--- config.mk ---
export PLATFORM = sky130hd
export DESIGN_NAME = tick_gen_multi_flat
export DESIGN_NICKNAME = d
export VERILOG_FILES = /design/src/rtl/tick_gen_multi_if.sv /design/src/rtl/tick_gen_multi.sv /design/src/flat_wrapper.sv
export SDC_FILE = /design/constraint.sdc
export NUM_CORES = 1
export LEC_CHECK = 0
export ABC_CLOCK_PERIOD_IN_PS = 5300
export BUFFER_PORTS_ARGS = -buffer_cell sky130_fd_sc_hd__buf_2
export CORE_MARGIN = 2
export CORE_UTILIZATION = 25
export CTS_CLUSTER_DIAMETER = 40
export CTS_CLUSTER_SIZE = 25
export DETAILED_ROUTE_END_ITERATION = 10
export PLACE_DENSITY_LB_ADDON = 0.15
export RECOVER_POWER = 100
export SLEW_MARGIN = 30
export SYNTH_ARGS = -nofsm -noshare
export SYNTH_HDL_FRONTEND = slang
export SYNTH_SLANG_ARGS = --single-unit
--- constraint.sdc ---
create_clock -name clk -period 5.3 [get_ports clk]
set_input_delay 0.53 -clock clk [delete_from_list [all_inputs] [get_ports clk]]
set_output_delay 0.53 -clock clk [all_outputs]
set_load 0.01 [all_outputs]
--- src/rtl/tick_gen_multi_if.sv ---
// Control and output bundle for the multi-channel tick generator.
// The master drives enables, restart and divisor writes; the slave (the
// generator) returns the per-channel tick strobes and square outputs.
interface tick_gen_multi_if #(
    parameter int NCH   = 4,
    parameter int CNT_W = 23,
    parameter int SEL_W = 2
);
    logic             en;
    logic [NCH-1:0]   ch_en;
    logic             restart;
    logic             load;
    logic [SEL_W-1:0] load_sel;
    logic [CNT_W-1:0] load_div;
    logic [NCH-1:0]   tick;
    logic [NCH-1:0]   sq;

    modport master (
        output en, ch_en, restart, load, load_sel, load_div,
        input  tick, sq
    );

    modport slave (
        input  en, ch_en, restart, load, load_sel, load_div,
        output tick, sq
    );
endinterface

--- src/rtl/tick_gen_multi.sv ---
// Multi-channel clock divider: NCH independent channels, each producing a
// one-cycle tick every eff_div active cycles and a square wave toggling on
// every tick. Divisors are run-time reloadable; channels can be paused.

// One divider channel. Priority: clr > restart > load > count.
module tick_gen_ch #(
    parameter int          CNT_W       = 23,
    parameter int unsigned DEFAULT_DIV = 5000000
) (
    input  logic             clk,
    input  logic             clr,
    input  logic             active,
    input  logic             restart,
    input  logic             load_hit,
    input  logic [CNT_W-1:0] load_div,
    output logic             tick,
    output logic             sq
);
    logic [CNT_W-1:0] cnt;
    logic [CNT_W-1:0] div_reg;
    logic [CNT_W-1:0] eff_div;
    logic             wrap;

    // A divisor of 0 behaves like 1; eff_div is therefore never 0, so
    // eff_div-1 cannot underflow and cnt stays within [0, eff_div-1].
    always_comb begin
        eff_div = (div_reg == '0) ? CNT_W'(1) : div_reg;
        wrap    = (cnt == eff_div - CNT_W'(1));
    end

    // Counter, divisor and output registers for this channel.
    always_ff @(posedge clk or posedge clr) begin
        if (clr) begin
            cnt     <= '0;
            div_reg <= CNT_W'(DEFAULT_DIV);
            tick    <= 1'b0;
            sq      <= 1'b1;
        end else if (restart) begin
            // Divisor is kept; any load this cycle is dropped.
            cnt  <= '0;
            tick <= 1'b0;
            sq   <= 1'b1;
        end else if (load_hit) begin
            // A load beats a wrap in the same cycle: no tick, sq untouched.
            div_reg <= load_div;
            cnt     <= '0;
            tick    <= 1'b0;
        end else if (active) begin
            if (wrap) begin
                cnt  <= '0;
                tick <= 1'b1;
                sq   <= ~sq;
            end else begin
                cnt  <= cnt + CNT_W'(1);
                tick <= 1'b0;
            end
        end else begin
            // Paused: cnt and sq hold so phase survives the pause.
            tick <= 1'b0;
        end
    end
endmodule

module tick_gen_multi #(
    parameter int          NCH         = 4,
    parameter int          CNT_W       = 23,
    parameter int          SEL_W       = 2,
    parameter int unsigned DEFAULT_DIV = 5000000
) (
    input  logic            clk,
    input  logic            clr,
    tick_gen_multi_if.slave bus
);
    logic [NCH-1:0] active;
    logic [NCH-1:0] load_hit;
    logic [NCH-1:0] tick_q;
    logic [NCH-1:0] sq_q;

    if ((2 ** SEL_W) < NCH) begin : g_sel_chk
        $error("tick_gen_multi: SEL_W too narrow to address all channels");
    end

    // One channel per lane; out-of-range load_sel matches no lane and is
    // silently ignored.
    for (genvar i = 0; i < NCH; i++) begin : g_ch
        assign active[i]   = bus.en & bus.ch_en[i];
        assign load_hit[i] = bus.load & (bus.load_sel == SEL_W'(i));

        tick_gen_ch #(
            .CNT_W       (CNT_W),
            .DEFAULT_DIV (DEFAULT_DIV)
        ) u_ch (
            .clk      (clk),
            .clr      (clr),
            .active   (active[i]),
            .restart  (bus.restart),
            .load_hit (load_hit[i]),
            .load_div (bus.load_div),
            .tick     (tick_q[i]),
            .sq       (sq_q[i])
        );
    end

    assign bus.tick = tick_q;
    assign bus.sq   = sq_q;
endmodule

--- src/flat_wrapper.sv ---
// flat-port wrapper written by rule: the top's interface ports become plain ports
module tick_gen_multi_flat 
#(
    parameter int          NCH         = 4,
    parameter int          CNT_W       = 23,
    parameter int          SEL_W       = 2,
    parameter int unsigned DEFAULT_DIV = 5000000
)
  (clk, clr, bus_en, bus_ch_en, bus_restart, bus_load, bus_load_sel, bus_load_div, bus_tick, bus_sq);
  tick_gen_multi_if #(.NCH(NCH), .CNT_W(CNT_W), .SEL_W(SEL_W)) bus_i ();
  input  logic clk;
  input  logic clr;
  input wire logic [$bits(bus_i.en)-1:0] bus_en;
  input wire logic [$bits(bus_i.ch_en)-1:0] bus_ch_en;
  input wire logic [$bits(bus_i.restart)-1:0] bus_restart;
  input wire logic [$bits(bus_i.load)-1:0] bus_load;
  input wire logic [$bits(bus_i.load_sel)-1:0] bus_load_sel;
  input wire logic [$bits(bus_i.load_div)-1:0] bus_load_div;
  output wire logic [$bits(bus_i.tick)-1:0] bus_tick;
  output wire logic [$bits(bus_i.sq)-1:0] bus_sq;
  assign bus_i.en = bus_en;
  assign bus_i.ch_en = bus_ch_en;
  assign bus_i.restart = bus_restart;
  assign bus_i.load = bus_load;
  assign bus_i.load_sel = bus_load_sel;
  assign bus_i.load_div = bus_load_div;
  assign bus_tick = bus_i.tick;
  assign bus_sq = bus_i.sq;
  tick_gen_multi #(.NCH(NCH), .CNT_W(CNT_W), .SEL_W(SEL_W), .DEFAULT_DIV(DEFAULT_DIV)) u_core (.clk(clk), .clr(clr), .bus(bus_i));
endmodule
==> results.py <==
metrics = {
    "outcome": {
        "outcome": "complete, but fails checks",
        "violations": "capacitance limit, slew limit",
    },
    "timing": {
        "fin_skew_ps": 14.8,
        "setup_viol": 0,
        "fin_crit_ps": 4750,
        "max_freq_mhz": 210,
        "rsz0062_at_grt": "no",
        "drv_slew": 243,
        "hold_violations": 0,
        "tightestPinTransition_ps": 3820,
        "finalSetupTns_ps": 0,
        "slew_headroom": -1.55,
        "finalCritPeriodShare": 0.897,
        "worst_slack_ps": 547,
    },
    "power": {
        "peakVddDrop_uv": 180,
        "p_sw_frac": 0.329,
        "p_int_mw": 2.87,
        "p_switching_mw": 1.41,
        "clkPwrFrac": 0.322,
        "power_density_nw_per_um2": 302,
        "pwr-share-comb": 0.223,
        "p_seq_frac": 0.455,
        "p_leak_nw": 5.15,
    },
    "routing": {
        "vias": 10700,
        "first_iter_violations": 668,
        "viasPerCell": 5.11,
        "drt_first_pass_iters": 7,
        "antenna_left": 0,
        "wl_mm": 38.6,
        "wire_per_inst_um": 18.4,
        "route.detailed.drc": 0,
    },
    "worst_setup_path": {
        "crit_chain": "or4_1, nor3_1, a21oi_1, ha_1, or4b_1, o41a_1, or4_1, o211ai_1, o21ai_1, nand4b_1, or3_1, clkbuf_2, nor3_1, mux2i_1",
        "rrSetupSlack_ps": 550,
        "cp.arrival_ps": 5150,
        "worstPathRequired_ps": 5690,
        "r2r_cells": 14,
        "crit_type": "flip-flop to flip-flop",
        "worst_setup_path_start_kind": "flip-flop",
        "r2r-start": "u_core.g_ch[2].u_ch.div_reg[6]",
        "cp_top_family": "simple AND/OR/NAND/NOR gates",
        "crit_path_end_kind": "flip-flop",
        "cp_max_fo": 20,
        "path_buf_inv": 1,
        "crit_slowest_cell": "dfstp_1",
        "worstReg2RegEnd": "u_core.g_ch[2].u_ch.sq",
        "cpPeakStageDelay_ps": 640,
    },
    "hold_path": {
        "hold_path.class": "input pin to flip-flop",
        "holdPathStages": 3,
        "holdCritStartpoint": "bus_load_div[9]",
        "min_to": "u_core.g_ch[1].u_ch.div_reg[9]",
    },
    "job": {
        "cap_violations": 4,
    },
    "floorplanning": {
        "io_pins": 42,
        "core_area_um2": 50300,
        "dieWidth_um": 230,
        "rows": 82,
        "initial_core_util": 0.254,
        "die_h_um": 230,
        "die_area_um2": 52900,
    },
    "finish": {
        "layout-drive-gt1-share": 0.165,
        "fillers": 5437,
        "area_delta_synth_final_pct": 10.7,
        "finalNetCount": 1451,
    },
    "synthesis": {
        "netlist_area_um2": 12800,
        "synth_edf_count": 0,
        "async_flop_share": 1.00,
        "postSynthCellCount": 1427,
        "syn_nets": 1469,
        "avgSynthCellArea_um2": 8.95,
        "yosysUniqueCellTypes": 79,
        "synth.yosys.seq_area_share": 0.380,
        "ys.flop_type": "dfrtp_1",
        "yosys_warnings": 0,
        "synth-seq-cells": 192,
    },
    "clocking": {
        "insertion_delay_ps": 460,
        "cts.repair.resized": 0,
        "cts_setup_buffers": 0,
        "clk_pin_slew_ps": 70,
        "ctsHoldBuffers": 0,
        "cts_htree_levels": 4,
        "cts_sinks": 192,
        "cts_tree": "done",
        "cts_root_buf": "clkbuf_16",
        "numCtsBuffers": 17,
        "clock_tree.buffer_depth": 2,
    },
    "global_routing": {
        "grt_overflow_total": 0,
        "grt_usage": 0.149,
        "grt_pass1_vias": 10400,
        "grt_pass1_wl_mm": 62.1,
        "antenna_found_initial": 0,
        "grt_max_degree": 145,
    },
    "placement": {
        "io_buffer_count": 41,
        "dp_hpwl_mm": 27.5,
        "routabilityCongestion": 0.838,
        "pre_cts_slack_ps": 626,
    },
}
## worst min-delay path: stages
cell     delay [ps]
buf_2           180
nand2_1          80
o21ai_0          70
## power by group through the flow
stage | clock (mW) | sequential (mW) | combinational, mW
floorplan | 0 | 1.84 | 0.789
finish | 1.38 | 1.94 | 0.955
global placement | 0 | 1.97 | 0.956
CTS | 1.43 | 1.94 | 0.967
detailed placement | 0 | 1.97 | 0.962
global route | 1.48 | 1.99 | 1.07
## final cells by class
| class | count | area, um^2 | share of cell area |
|---|---|---|---|
| Multi-Input combinational cell | 1108 | 7400 | 0.524 |
| Sequential cell | 192 | 4850 | 0.343 |
| Tap cell | 672 | 841 | 0.0595 |
| Clock buffer | 21 | 460 | 0.0326 |
| Timing Repair Buffer | 62 | 338 | 0.0239 |
| Clock inverter | 10 | 136 | 0.00965 |
| Inverter | 28 | 106 | 0.00752 |
| Antenna cell | 1 | 2.50 | 0.000177 |
## per-stage QoR
stage,util,hold slack (ps),cells,power (mW),cell area (um^2)
after CTS,0.283,344,2093,4.34,14200
final,0.281,416,2094,4.28,14100
after detailed placement,0.271,512,2062,2.93,13600
after global routing,0.281,426,2093,4.54,14100
after global placement,0.270,508,2061,2.93,13600
after floorplan,-,494,1427,2.63,12800
## synthesized netlist by cell type (35+ instances only)
cell | number | area [um^2]
dfstp_2 | 36 | 946
nand4_1 | 41 | 257
xor2_1 | 52 | 455
dfrtp_1 | 156 | 3900
clkbuf_1 | 72 | 270
nand2_1 | 137 | 514
a31oi_1 | 41 | 257
nor4_1 | 35 | 219
xnor2_1 | 65 | 569
mux2_2 | 90 | 1010
nand3_1 | 95 | 475
nor2_1 | 80 | 300
nor3_1 | 51 | 255
o21ai_0 | 58 | 290
## cells by family after synthesis
| group | synth area share |
|---|---|
| compound gates | 0.133 |
| xor+xnor | 0.0802 |
| fa+ha+maj | 0.00784 |
| buf+inv | 0.0414 |
| flops | 0.380 |
| mux | 0.0911 |
| simple gates | 0.267 |
## placed cells by master, fill, tap and decap left out, types with 14 or more instances in the layout
master | netlist | final
a21oi_1 | 32 | 32
nor2_1 | 80 | 80
o211ai_1 | 16 | 16
mux2i_1 | 15 | 15
xor2_1 | 52 | 52
a31oi_1 | 41 | 41
dfstp_2 | 36 | 30
and3_1 | 27 | 27
xnor2_1 | 65 | 65
or3_1 | 25 | 25
mux2_2 | 90 | 90
inv_1 | 28 | 27
nor2b_1 | 16 | 15
dfrtp_1 | 156 | 156
and2_1 | 14 | 14
nor3_1 | 51 | 51
o311ai_0 | 10 | 19
nand4_1 | 41 | 41
nor4_1 | 35 | 35
o21ai_0 | 58 | 61
or4_1 | 22 | 23
clkbuf_16 | 0 | 17
buf_2 | 8 | 35
nand2_1 | 137 | 138
nand3_1 | 95 | 95
## layer usage
layer / GRT usage / routed length (um)
met2: 0.226 / 17000
met1: 0.223 / 20200
met4: 0.0292 / 472
met5: 0 / 0
met3: 0.0224 / 909
## how the worst max path moves through the flow
stage                                          from                          end  slack (ps)  cells past startpoint
floorplan            u_core.g_ch[2].u_ch.div_reg[6]   u_core.g_ch[2].u_ch.cnt[9]        1120                     17
CTS                 u_core.g_ch[1].u_ch.div_reg[13]  u_core.g_ch[1].u_ch.cnt[20]         590                     13
detailed placement  u_core.g_ch[1].u_ch.div_reg[13]  u_core.g_ch[1].u_ch.cnt[20]         630                     13
global route         u_core.g_ch[0].u_ch.div_reg[6]       u_core.g_ch[0].u_ch.sq         190                     14
global placement    u_core.g_ch[1].u_ch.div_reg[13]  u_core.g_ch[1].u_ch.cnt[20]         650                     13
finish               u_core.g_ch[2].u_ch.div_reg[6]       u_core.g_ch[2].u_ch.sq         550                     14
Note: power is estimated with default switching activity, not from simulation.
